[src/rtl/simd_lane_requester.sv]
// simd_lane_requester: one lane's load/store requester toward the shared 8-bit data-RAM arbiter.
// Raises rden/wren until the lane holds its grant for the RAM latency, or times out with an error.
module simd_lane_requester #(
  parameter int unsigned AW      = 8,
  parameter int unsigned DW      = 8,
  parameter int unsigned RD_LAT  = 2,
  parameter int unsigned WR_LAT  = 1,
  parameter int unsigned TIMEOUT = 255
) (
  input  logic          i_clk,
  input  logic          i_rst,
  input  logic          i_req_valid,
  input  logic          i_req_we,
  input  logic [AW-1:0] i_req_addr,
  input  logic [DW-1:0] i_req_wdata,
  output logic          o_req_ready,
  output logic          o_resp_valid,
  output logic [DW-1:0] o_resp_rdata,
  output logic          o_resp_err,
  output logic          o_rden,
  output logic          o_wren,
  output logic [AW-1:0] o_addr_out,
  output logic [DW-1:0] o_din_out,
  input  logic          i_acq,
  input  logic [DW-1:0] i_dq_lane
);

  localparam int unsigned MAX_LAT = (RD_LAT > WR_LAT) ? RD_LAT : WR_LAT;
  localparam int unsigned LW      = $clog2(MAX_LAT + 1);
  localparam int unsigned CW      = $clog2(TIMEOUT + 1);

  localparam logic [LW-1:0] RD_TGT = LW'(RD_LAT);
  localparam logic [LW-1:0] WR_TGT = LW'(WR_LAT);
  localparam logic [CW-1:0] TO_MAX = CW'(TIMEOUT);
  localparam logic [CW-1:0] TO_PRE = CW'(TIMEOUT - 1);

  typedef enum logic [1:0] {StIdle, StReq, StHold, StResp} state_e;

  state_e        r_state;
  logic          r_we;
  logic          r_rden;
  logic          r_wren;
  logic [AW-1:0] r_addr;
  logic [DW-1:0] r_din;
  logic          r_resp_valid;
  logic [DW-1:0] r_resp_rdata;
  logic          r_resp_err;
  logic [CW-1:0] r_wait;
  logic [LW-1:0] r_lat;

  logic [LW-1:0] w_lat_tgt;

  assign w_lat_tgt = r_we ? WR_TGT : RD_TGT;

  always_ff @(posedge i_clk) begin
    if (i_rst) begin
      r_state      <= StIdle;
      r_we         <= 1'b0;
      r_rden       <= 1'b0;
      r_wren       <= 1'b0;
      r_addr       <= '0;
      r_din        <= '0;
      r_resp_valid <= 1'b0;
      r_resp_rdata <= '0;
      r_resp_err   <= 1'b0;
      r_wait       <= '0;
      r_lat        <= '0;
    end else begin
      r_resp_valid <= 1'b0;
      unique case (r_state)
        StIdle: begin
          if (i_req_valid) begin
            r_we       <= i_req_we;
            r_addr     <= i_req_addr;
            r_din      <= i_req_wdata;
            r_rden     <= ~i_req_we;
            r_wren     <= i_req_we;
            r_resp_err <= 1'b0;
            r_wait     <= '0;
            r_lat      <= '0;
            r_state    <= StReq;
          end
        end
        StReq: begin
          if (r_wait == TO_MAX) begin
            // Timeout already committed: strobes were dropped a cycle ago.
            r_resp_valid <= 1'b1;
            r_state      <= StResp;
          end else if (i_acq) begin
            r_lat   <= LW'(1);
            r_state <= StHold;
          end else begin
            r_wait <= r_wait + CW'(1);
            if (r_wait == TO_PRE) begin
              r_rden     <= 1'b0;
              r_wren     <= 1'b0;
              r_resp_err <= 1'b1;
            end
          end
        end
        StHold: begin
          if (!i_acq) begin
            // Grant lost: retry from REQ, wait counter keeps its value.
            r_lat   <= '0;
            r_state <= StReq;
          end else if (r_lat == w_lat_tgt) begin
            if (!r_we) begin
              r_resp_rdata <= i_dq_lane;
            end
            r_resp_err   <= 1'b0;
            r_rden       <= 1'b0;
            r_wren       <= 1'b0;
            r_resp_valid <= 1'b1;
            r_state      <= StResp;
          end else begin
            r_lat <= r_lat + LW'(1);
          end
        end
        StResp: begin
          r_state <= StIdle;
        end
        default: begin
          r_state <= StIdle;
        end
      endcase
    end
  end

  assign o_req_ready  = (r_state == StIdle);
  assign o_resp_valid = r_resp_valid;
  assign o_resp_rdata = r_resp_rdata;
  assign o_resp_err   = r_resp_err;
  assign o_rden       = r_rden;
  assign o_wren       = r_wren;
  assign o_addr_out   = r_addr;
  assign o_din_out    = r_din;

endmodule

[config.mk]
export PLATFORM = sky130hd
export DESIGN_NAME = simd_lane_requester
export DESIGN_NICKNAME = d
export VERILOG_FILES = /design/src/rtl/simd_lane_requester.sv
export SDC_FILE = /design/constraint.sdc
export NUM_CORES = 1
export LEC_CHECK = 0
export CAP_MARGIN = 20
export CELL_PAD_IN_SITES_DETAIL_PLACEMENT = 1
export CELL_PAD_IN_SITES_GLOBAL_PLACEMENT = 1
export CORE_ASPECT_RATIO = 1.2
export CORE_MARGIN = 2
export CORE_UTILIZATION = 38
export CTS_BUF_LIST = sky130_fd_sc_hd__clkbuf_4
export DETAILED_ROUTE_END_ITERATION = 10
export PLACE_DENSITY_LB_ADDON = 0.1
export SKIP_LAST_GASP = 1
export SLEW_MARGIN = 20
export SYNTH_ARGS = -nofsm -noshare
export SYNTH_HDL_FRONTEND = slang
export SYNTH_SLANG_ARGS = --single-unit
[constraint.sdc]
create_clock -name i_clk -period 4.42 [get_ports i_clk]
set_clock_uncertainty 0.2 [all_clocks]
set_input_delay 1.326 -clock i_clk [delete_from_list [all_inputs] [get_ports i_clk]]
set_output_delay 1.326 -clock i_clk [all_outputs]
set_load 0.03 [all_outputs]
==> run_results.csv, run 1 <==
group,metric,value,unit
die,die_w,68.6,um
run_status,run_status,"finished, final reports clean",
final_layout,flow.area_growth_from_synthesis,35.9,%
sta,final_max_slew_viol_count,0,
grt,grt_pass1_wl,7.80,mm
detailed_routing,antenna_left,0,
clock_network,clk-insertion-delay-late,0.34,ns
sta,fmax,294,MHz
yosys,ys_ff_latch,41,
sta,report.final.setup_viol,0,
yosys,post_synthesis_cell_type_count,42,
sta,period_needed,3.40,ns
pwr,power_per_cell_area,457,mW/mm^2
detailed_routing,routedWlPerCell,14.6,um
detailed_routing,drc,0,
placed_design,area_post_placement,0.00253,sq mm
setup_path,critical_path.max_fanout,8,
yosys,netlist_area,0.00190,sq mm
clock_network,postCtsHoldBufs,0,
yosys,synth_cells,214,
min_path,source_of_the_worst_hold_timing_path,"o_addr_out[3]",
min_path,hold_class,"flip-flop to flip-flop",
sta,setup_tns,0,ns
sta,worst_relative_slew_slack,38.8,%
setup_path,setup.worst_path.class,"flip-flop to output port",
setup_path,timing.critical_path.from_type,"flip-flop",
grt,use_met3,4.79,%
grt,grt_pass1_vias,1765,
placed_design,dp_hpwl,3.58,mm
yosys,post_synth.cell_area_avg,8.89,sq um
clock_network,tritoncts_num_sinks,41,
grt,grt_overflow_total,0,
die,start_util,39.1,%
sta,rsz_0062_raised_after_global_routing,"false",
yosys,synth-async-reset-ratio,0,%
clock_network,cts_buffer_depth,2,
grt,grtUsageMet2,31.3,%
yosys,synth.yosys.warnings,0,
die,floorplan.die_area,0.00559,sq mm
clock_network,ctsRootBufferMaster,"sky130_fd_sc_hd__clkbuf_4",
sta,finalHoldViolations,0,
yosys,synth_enable_flop_cells,0,
setup_path,crit_path_start,"r_state[0]",
yosys,synth-xor-area-share,0,%
pwr,max-vdd-ir-drop,253,uV
pwr,fin_total_pwr,1.18,mW
final_layout,finalNetCount,307,
pwr,power_leakage,0.927,nW
yosys,yosys_most_used_dff,"sky130_fd_sc_hd__dfxtp_1",
yosys,synth_nets,249,
detailed_routing,viasPerCell,5.36,
yosys,synth_compound_area_share,17.1,%
yosys,synth.yosys.seq_area_share,43.1,%
setup_path,timing.rr.start,"r_state[1]",
detailed_routing,drt-initial-drc-count,66,
die,design.portCount,58,
yosys,yosys.area_share.adder,3.94,%
detailed_routing,detailedRoute.firstPassIterationCount,4,
grt,gr-max-usage-layer,"met2",
clock_network,post-cts-setup-buffers,0,
setup_path,timing.critical_path.required,2.89,ns
yosys,post_synth_mux_area_share,6.57,%
sta,min_period_over_period,77.0,%
final_layout,num_antenna_cells,0,
final_layout,post-route-cell-area,0.00259,sq mm
final_layout,final_layout_size_suffix_gt1_share,7.33,%
sta,timing_worst_slew_pin_value,0.918,ns
placed_design,port_buffers,57,
final_layout,fillers,568,
placed_design,gp_routability_congestion,0.749,
grt,grt_max_degree,21,
clock_network,path_clk_slew,0.11,ns
grt,grt_antenna_before_repair,0,
clock_network,ctsHtreeMaxLevel,2,
clock_network,cts-resized-gates,0,
clock_network,number_of_buffers_created_by_cts,5,
die,fp-row-count,28,
run,max_cap_viol_count,0,
setup_path,critical_path.endpoint_type,"output port",
die,die_height,81.5,um
final_layout,final_common_cell,"sky130_fd_sc_hd__clkdlybuf4s50_1",
final_layout,layout.cells.most_common_list,"sky130_fd_sc_hd__clkdlybuf4s50_1 (57), sky130_fd_sc_hd__nand2_1 (41), sky130_fd_sc_hd__dfxtp_1 (41)",
clock_network,tritoncts,"done",
yosys,synth_top_family_by_area,"simple AND/OR/NAND/NOR gates",
detailed_routing,via_count,1784,
setup_path,critical_path_arrival,1.88,ns
grt,global_route.usage.total,18.4,%
yosys,yosys.area_share.simple,24.7,%
detailed_routing,route.final.wire_length,4.88,mm
grt,global_route.usage.met1,22.3,%
die,core,0.00487,sq mm
-- sequential cells by signal (all words and copies together) (netlist names) --
register      count
o_resp_rdata      8
r_wait            8
r_we              1
r_lat             2
o_din_out         8
o_resp_valid      1
o_resp_err        1
o_wren            1
o_addr_out        8
r_state           2
o_rden            1
-- stage by stage --
step,hold slack [ns],cells,util [%],setup WS (ns)
after global placement,0.243,325,51.9,0.945
final,0.263,333,53.1,1.02
after global routing,0.291,333,53.1,0.924
after CTS,0.266,333,53.1,0.996
after detailed placement,0.251,325,51.9,0.879
after floorplan,0.242,214,-,1.67
-- layout make-up --
cell class / instances / area [sq um] / share of cell area (%)
multi-input cells: 155 / 996 / 38.5
flip-flops and latches: 41 / 821 / 31.7
clock buffers: 8 / 60.1 / 2.32
well taps: 60 / 75.1 / 2.90
repair buffers: 62 / 608 / 23.5
inverters: 7 / 26.3 / 1.02
-- logic make-up (layout without fill, tap and decap cells) --
family	Yosys count	count (layout)
AO/OA/AOI/OAI	47	47
adder cells (fa/ha/maj)	6	6
buffers and inverters	18	77
flip-flops	41	41
multiplexers	12	12
AND/OR/NAND/NOR	90	90
-- path summary, 6_finish.rpt --
check             endpoint  slack, ns  depth (start not counted)
max            o_req_ready       1.02                          3
min reg2reg  o_addr_out[3]       0.26                          2
max reg2reg      r_wait[7]       1.86                          7
min          o_addr_out[3]       0.26                          2
-- routing by layer --
metal | share of wire, % | vias up
met3 | 4.9 | 5
met2 | 49 | 35
li1 | - | 875
met1 | 45 | 869
met5 | 0 | -
met4 | 0.94 | 0
-- cell usage after synthesis, types with 3 or more instances --
cell type | count | share of area, %
sky130_fd_sc_hd__a21oi_1 | 26 | 6.8
sky130_fd_sc_hd__buf_2 | 4 | 1.1
sky130_fd_sc_hd__clkbuf_1 | 5 | 0.99
sky130_fd_sc_hd__dfxtp_1 | 41 | 43
sky130_fd_sc_hd__ha_1 | 6 | 3.9
sky130_fd_sc_hd__inv_1 | 7 | 1.4
sky130_fd_sc_hd__mux2i_1 | 11 | 5.8
sky130_fd_sc_hd__nand2_1 | 41 | 8.1
sky130_fd_sc_hd__nand2b_1 | 3 | 0.99
sky130_fd_sc_hd__nand3b_1 | 3 | 1.2
sky130_fd_sc_hd__nand4_1 | 5 | 1.6
sky130_fd_sc_hd__nor2_1 | 8 | 1.6
sky130_fd_sc_hd__nor3_1 | 4 | 1.1
sky130_fd_sc_hd__o21ai_0 | 6 | 1.6
sky130_fd_sc_hd__o31ai_1 | 5 | 2.0
sky130_fd_sc_hd__or4_1 | 7 | 2.8
-- report_power, final --
part	total [mW]	internal [mW]	switching [mW]	leakage, nW
clock	0.199	0.0820	0.117	0.0368
sequential	0.457	0.419	0.0376	0.334
combinational	0.526	0.218	0.308	0.557
-- critical path, stage by stage (launching register included) --
cell and delay, ns:
sky130_fd_sc_hd__dfxtp_1 0.36, sky130_fd_sc_hd__inv_1 0.12, sky130_fd_sc_hd__ha_1 0.33, sky130_fd_sc_hd__clkdlybuf4s50_1 0.72
Note: power is estimated with default switching activity, not from simulation.
==> run 2: changes to the inputs <==
--- a/config.mk
+++ b/config.mk
@@ -10,7 +10,7 @@
 export CELL_PAD_IN_SITES_GLOBAL_PLACEMENT = 1
 export CORE_ASPECT_RATIO = 1.2
 export CORE_MARGIN = 2
-export CORE_UTILIZATION = 38
+export CORE_UTILIZATION = 35
 export CTS_BUF_LIST = sky130_fd_sc_hd__clkbuf_4
 export DETAILED_ROUTE_END_ITERATION = 10
 export PLACE_DENSITY_LB_ADDON = 0.1
==> constraint.sdc (replaced) <==
create_clock -name i_clk -period 3.53 [get_ports i_clk]
set_clock_uncertainty 0.2 [all_clocks]
set_input_delay 1.059 -clock i_clk [delete_from_list [all_inputs] [get_ports i_clk]]
set_output_delay 1.059 -clock i_clk [all_outputs]
set_load 0.03 [all_outputs]
==> run 2 against run 1 <==
Net effect:
- combinational power grew 27%
- count of clock-buffer cells in the layout down 3
- via count is 0.22% lower
- worst setup slack got worse by 0.64 ns
- design area rose by 2.0%
- non-clock buffer count grew 1
- hold slack gained 0.0020 ns
- sequential share of layout area fell by 0.63 points
- register-to-register slack worse by 0.75 ns
- die area is 8.1% higher
- core utilization down 3.0 points
- clock power is 88% higher
==> run_results.csv, run 2 (synthesized netlist as in run 1, its figures left out) <==
group,metric,value,unit
detailed_routing,antenna_left,0,
setup_path,timing.rr.start,"r_state[1]",
final_layout,num_antenna_cells,0,
min_path,hold_class,"flip-flop to flip-flop",
sta,finalHoldViolations,0,
setup_path,timing.critical_path.from_type,"flip-flop",
placed_design,port_buffers,57,
placed_design,dp_hpwl,3.55,mm
pwr,max-vdd-ir-drop,222,uV
final_layout,fillers,616,
setup_path,reg2reg_to,"r_wait[6]",
clock_network,path_clk_slew,0.12,ns
detailed_routing,drc,0,
die,core,0.00526,sq mm
clock_network,ctsHtreeMaxLevel,2,
clock_network,tritoncts_num_sinks,41,
setup_path,critical_path.endpoint_type,"output port",
min_path,source_of_the_worst_hold_timing_path,"o_addr_out[5]",
sta,final_max_slew_viol_count,0,
die,floorplan.die_area,0.00605,sq mm
sta,worst_relative_slew_slack,52.8,%
sta,setup_tns,0,ns
die,start_util,36.2,%
sta,timing_worst_slew_pin_value,0.702,ns
placed_design,gp_routability_congestion,0.743,
die,die_height,84.8,um
detailed_routing,route.final.wire_length,4.79,mm
final_layout,finalNetCount,308,
run_status,run_status,"finished, final reports clean",
grt,grt_antenna_before_repair,0,
setup_path,timing.critical_path.required,2.27,ns
clock_network,tritoncts,"done",
final_layout,final_common_cell,"sky130_fd_sc_hd__clkdlybuf4s50_1",
die,die_w,71.3,um
pwr,power_leakage,0.950,nW
sta,min_period_over_period,89.3,%
die,fp-row-count,29,
sta,fmax,317,MHz
sta,hold-worst-slack,0.265,ns
sta,rsz_0062_raised_after_global_routing,"false",
pwr,power_per_cell_area,612,mW/mm^2
detailed_routing,detailedRoute.firstPassIterationCount,4,
clock_network,postCtsHoldBufs,0,
clock_network,cts-resized-gates,0,
clock_network,ctsRootBufferMaster,"sky130_fd_sc_hd__clkbuf_4",
final_layout,final_layout_size_suffix_gt1_share,7.66,%
grt,grt_max_degree,19,
grt,grt_pass1_vias,1841,
setup_path,reg2reg_path_depth,7,
min_path,hold_path_end,"o_addr_out[5]",
sta,report.final.setup_viol,0,
setup_path,critical_path.max_fanout,8,
run,max_cap_viol_count,0,
setup_path,r2r_slack,1.11,ns
final_layout,layout.cells.most_common_list,"sky130_fd_sc_hd__clkdlybuf4s50_1 (57), sky130_fd_sc_hd__nand2_1 (41), sky130_fd_sc_hd__dfxtp_1 (41)",
clock_network,post-cts-setup-buffers,0,
clock_network,clk-insertion-delay-late,0.35,ns
setup_path,setup.worst_path.class,"flip-flop to output port",
die,design.portCount,58,
clock_network,cts_buffer_depth,2,
clock_network,number_of_buffers_created_by_cts,5,
detailed_routing,via_count,1780,
grt,global_route.usage.total,16.9,%
sta,period_needed,3.15,ns
final_layout,flow.area_growth_from_synthesis,38.7,%
grt,grt_overflow_total,0,
detailed_routing,routedWlPerCell,14.3,um
detailed_routing,viasPerCell,5.30,
setup_path,critical_path_arrival,1.89,ns
grt,grt_pass1_wl,8.36,mm
detailed_routing,drt-initial-drc-count,46,
min_path,hold_depth,2,
## run 2: cell type report
type	instances	area, sq um	share of cell area [%]
inverters	7	26.3	0.996
clock buffers	5	37.5	1.42
well taps	62	77.6	2.94
repair buffers	63	616	23.3
multi-input cells	155	996	37.7
flip-flops and latches	41	821	31.1
clock inverters	3	65.1	2.47
## run 2: through the flow
stage	power (mW)	cells	setup slack, ns	utilization [%]	area (sq um)
floorplan	1.01	214	1.05	-	1900
global placement	1.25	328	0.457	48.2	2540
detailed placement	1.26	328	0.430	48.2	2540
CTS	1.64	336	0.363	50.2	2640
global route	1.71	336	0.305	50.2	2640
finish	1.61	336	0.379	50.2	2640
## run 2: how the worst max path moves through the flow
stage / startpoint / endpoint / slack (ns)
6_report: r_state[0] / o_req_ready / 0.38
5_1_grt: r_state[0] / o_req_ready / 0.31
4_1_cts: r_state[0] / o_req_ready / 0.36
3_5_place_dp: i_req_valid / r_lat[0] / 0.43
3_3_place_gp: i_req_valid / r_lat[0] / 0.46
2_1_floorplan: i_req_valid / r_lat[0] / 1.05
## run 2: critical path: stages (launching register included)
cell and delay (ns):
sky130_fd_sc_hd__dfxtp_1 0.37, sky130_fd_sc_hd__inv_1 0.13, sky130_fd_sc_hd__ha_1 0.33, sky130_fd_sc_hd__clkdlybuf4s50_1 0.72
## run 2: metal layers
layer	vias to the layer above	routed length, um	GRT usage (%)	share of wire, %
met3	6	274	4.44	5.7
li1	878	-	-	-
met4	0	52	5.66	1.1
met5	-	0	0	0
met2	37	2300	27.9	48
met1	859	2160	21.2	45
## run 2: power by group
group / total [mW] / internal (mW) / switching (mW) / leakage (nW)
Combinational: 0.669 / 0.281 / 0.388 / 0.561
Sequential: 0.572 / 0.525 / 0.0470 / 0.334
Clock: 0.374 / 0.219 / 0.155 / 0.0552
==> run 3: changes to the inputs <==
--- a/config.mk
+++ b/config.mk
@@ -13,9 +13,8 @@
 export CORE_UTILIZATION = 35
 export CTS_BUF_LIST = sky130_fd_sc_hd__clkbuf_4
 export DETAILED_ROUTE_END_ITERATION = 10
-export PLACE_DENSITY_LB_ADDON = 0.1
+export PLACE_DENSITY = 0.8
 export SKIP_LAST_GASP = 1
-export SLEW_MARGIN = 20
 export SYNTH_ARGS = -nofsm -noshare
 export SYNTH_HDL_FRONTEND = slang
 export SYNTH_SLANG_ARGS = --single-unit
==> run 3 against run 2 <==
Net effect:
- sequential share of layout area hardly changed
- count of clock-buffer cells in the layout stayed put
- first-iteration DRC count is 65% higher
- clock power is 2% higher
- critical endpoint unchanged
- combinational power hardly changed
- global-route usage is 0.64 points lower
- critical path type unchanged
- register-to-register slack better by 0.02 ns
==> run_results.csv, run 3 (synthesized netlist as in run 1, its figures left out) <==
group,metric,value,unit
min_path,hold_class,"flip-flop to flip-flop",
min_path,source_of_the_worst_hold_timing_path,"o_din_out[4]",
grt,grt_overflow_total,0,
clock_network,tritoncts_num_sinks,41,
clock_network,tritoncts,"done",
final_layout,layout.cells.most_common_list,"sky130_fd_sc_hd__clkdlybuf4s50_1 (57), sky130_fd_sc_hd__nand2_1 (41), sky130_fd_sc_hd__dfxtp_1 (41)",
detailed_routing,drc,0,
grt,global_route.usage.total,16.3,%
sta,worst_relative_slew_slack,50.4,%
clock_network,path_clk_slew,0.12,ns
sta,hold-worst-slack,0.263,ns
clock_network,clk-insertion-delay-late,0.35,ns
grt,grt_max_degree,19,
clock_network,number_of_buffers_created_by_cts,5,
sta,period_needed,3.16,ns
sta,timing_worst_slew_pin_value,0.738,ns
min_path,hold_depth,2,
final_layout,seq_area,821,sq um
detailed_routing,viasPerCell,5.30,
pwr,power_per_cell_area,612,mW/mm^2
sta,min_period_over_period,89.5,%
clock_network,cts_buffer_depth,2,
die,floorplan.die_area,0.00605,sq mm
setup_path,setup.worst_path.class,"flip-flop to output port",
run,max_cap_viol_count,0,
clock_network,post-cts-setup-buffers,0,
placed_design,port_buffers,57,
sta,post-route-worst-setup-slack,0.371,ns
final_layout,finalNetCount,308,
placed_design,dp_hpwl,3.78,mm
setup_path,reg2reg_to,"r_wait[3]",
setup_path,timing.critical_path.from_type,"flip-flop",
final_layout,num_antenna_cells,0,
clock_network,postCtsHoldBufs,0,
clock_network,ctsRootBufferMaster,"sky130_fd_sc_hd__clkbuf_4",
final_layout,post-route-cell-area,0.00264,sq mm
sta,setup_tns,0,ns
pwr,power_leakage,0.951,nW
detailed_routing,routedWlPerCell,14.5,um
die,start_util,36.2,%
final_layout,fillers,631,
final_layout,flow.area_growth_from_synthesis,38.9,%
placed_design,gp_routability_congestion,0.829,
grt,grt_antenna_before_repair,0,
sta,final_max_slew_viol_count,0,
sta,rsz_0062_raised_after_global_routing,"false",
setup_path,timing.critical_path.required,2.27,ns
die,core,0.00526,sq mm
setup_path,critical_path.max_fanout,8,
placed_design,dp_slack,0.451,ns
setup_path,r2r_slack,1.13,ns
grt,grt_pass1_wl,7.98,mm
detailed_routing,route.final.wire_length,4.87,mm
detailed_routing,detailedRoute.firstPassIterationCount,4,
setup_path,critical_path.endpoint_type,"output port",
die,fp-row-count,29,
pwr,max-vdd-ir-drop,290,uV
placed_design,area_post_placement,0.00254,sq mm
die,design.portCount,58,
grt,grt_pass1_vias,1734,
clock_network,ctsHtreeMaxLevel,2,
final_layout,area_of_combinational_cells_with_multiple_inputs,996,sq um
detailed_routing,antenna_left,0,
clock_network,cts-resized-gates,0,
min_path,hold_path_end,"o_din_out[4]",
final_layout,final_core_util,50.2,%
setup_path,timing.rr.start,"r_state[1]",
final_layout,final_common_cell,"sky130_fd_sc_hd__clkdlybuf4s50_1",
sta,fmax,317,MHz
die,die_w,71.3,um
sta,report.final.setup_viol,0,
run_status,run_status,"finished, final reports clean",
sta,finalHoldViolations,0,
final_layout,final_layout_size_suffix_gt1_share,7.66,%
setup_path,critical_path_arrival,1.90,ns
detailed_routing,via_count,1781,
setup_path,reg2reg_path_depth,7,
detailed_routing,drt-initial-drc-count,76,
die,die_height,84.8,um
## run 3: cell type report
| type | instances | area share [%] |
|---|---|---|
| Tap cell | 62 | 2.94 |
| Clock inverter | 3 | 2.60 |
| Inverter | 7 | 0.994 |
| Multi-Input combinational cell | 155 | 37.7 |
| Clock buffer | 5 | 1.42 |
| Sequential cell | 41 | 31.1 |
| Timing Repair Buffer | 63 | 23.3 |
## run 3: worst max-delay path by stage
stage                     cells after the start     endpoint        start  slack [ns]
after CTS                                     3  o_req_ready   r_state[0]        0.35
after floorplan                               4     r_lat[0]  i_req_valid        1.05
after detailed placement                      5     r_lat[0]  i_req_valid        0.45
final                                         3  o_req_ready   r_state[0]        0.37
after global routing                          3  o_req_ready   r_state[0]        0.26
after global placement                        5     r_lat[0]  i_req_valid        0.48
## run 3: critical path: stages (launching register included)
cell and delay (ns):
sky130_fd_sc_hd__dfxtp_1 0.36, sky130_fd_sc_hd__inv_1 0.14, sky130_fd_sc_hd__ha_1 0.33, sky130_fd_sc_hd__clkdlybuf4s50_1 0.73
## run 3: stage by stage
| step | power (mW) | instances |
|---|---|---|
| after floorplan | 1.01 | 214 |
| final | 1.62 | 336 |
| after detailed placement | 1.25 | 328 |
| after CTS | 1.64 | 336 |
| after global placement | 1.24 | 328 |
| after global routing | 1.72 | 336 |
## run 3: power by group
part	internal, mW	switching [mW]	total, mW
Clock	0.223	0.160	0.383
Sequential	0.525	0.0424	0.567
Combinational	0.282	0.384	0.666
Total	1.03	0.587	1.62
## run 3: metal layers
layer,share of wire (%),routed length (um),GRT usage [%]
met3,5.3,258,3.12
met2,51,2480,29.5
met5,0,0,0
met1,43,2070,19.0
met4,1.2,56,5.15
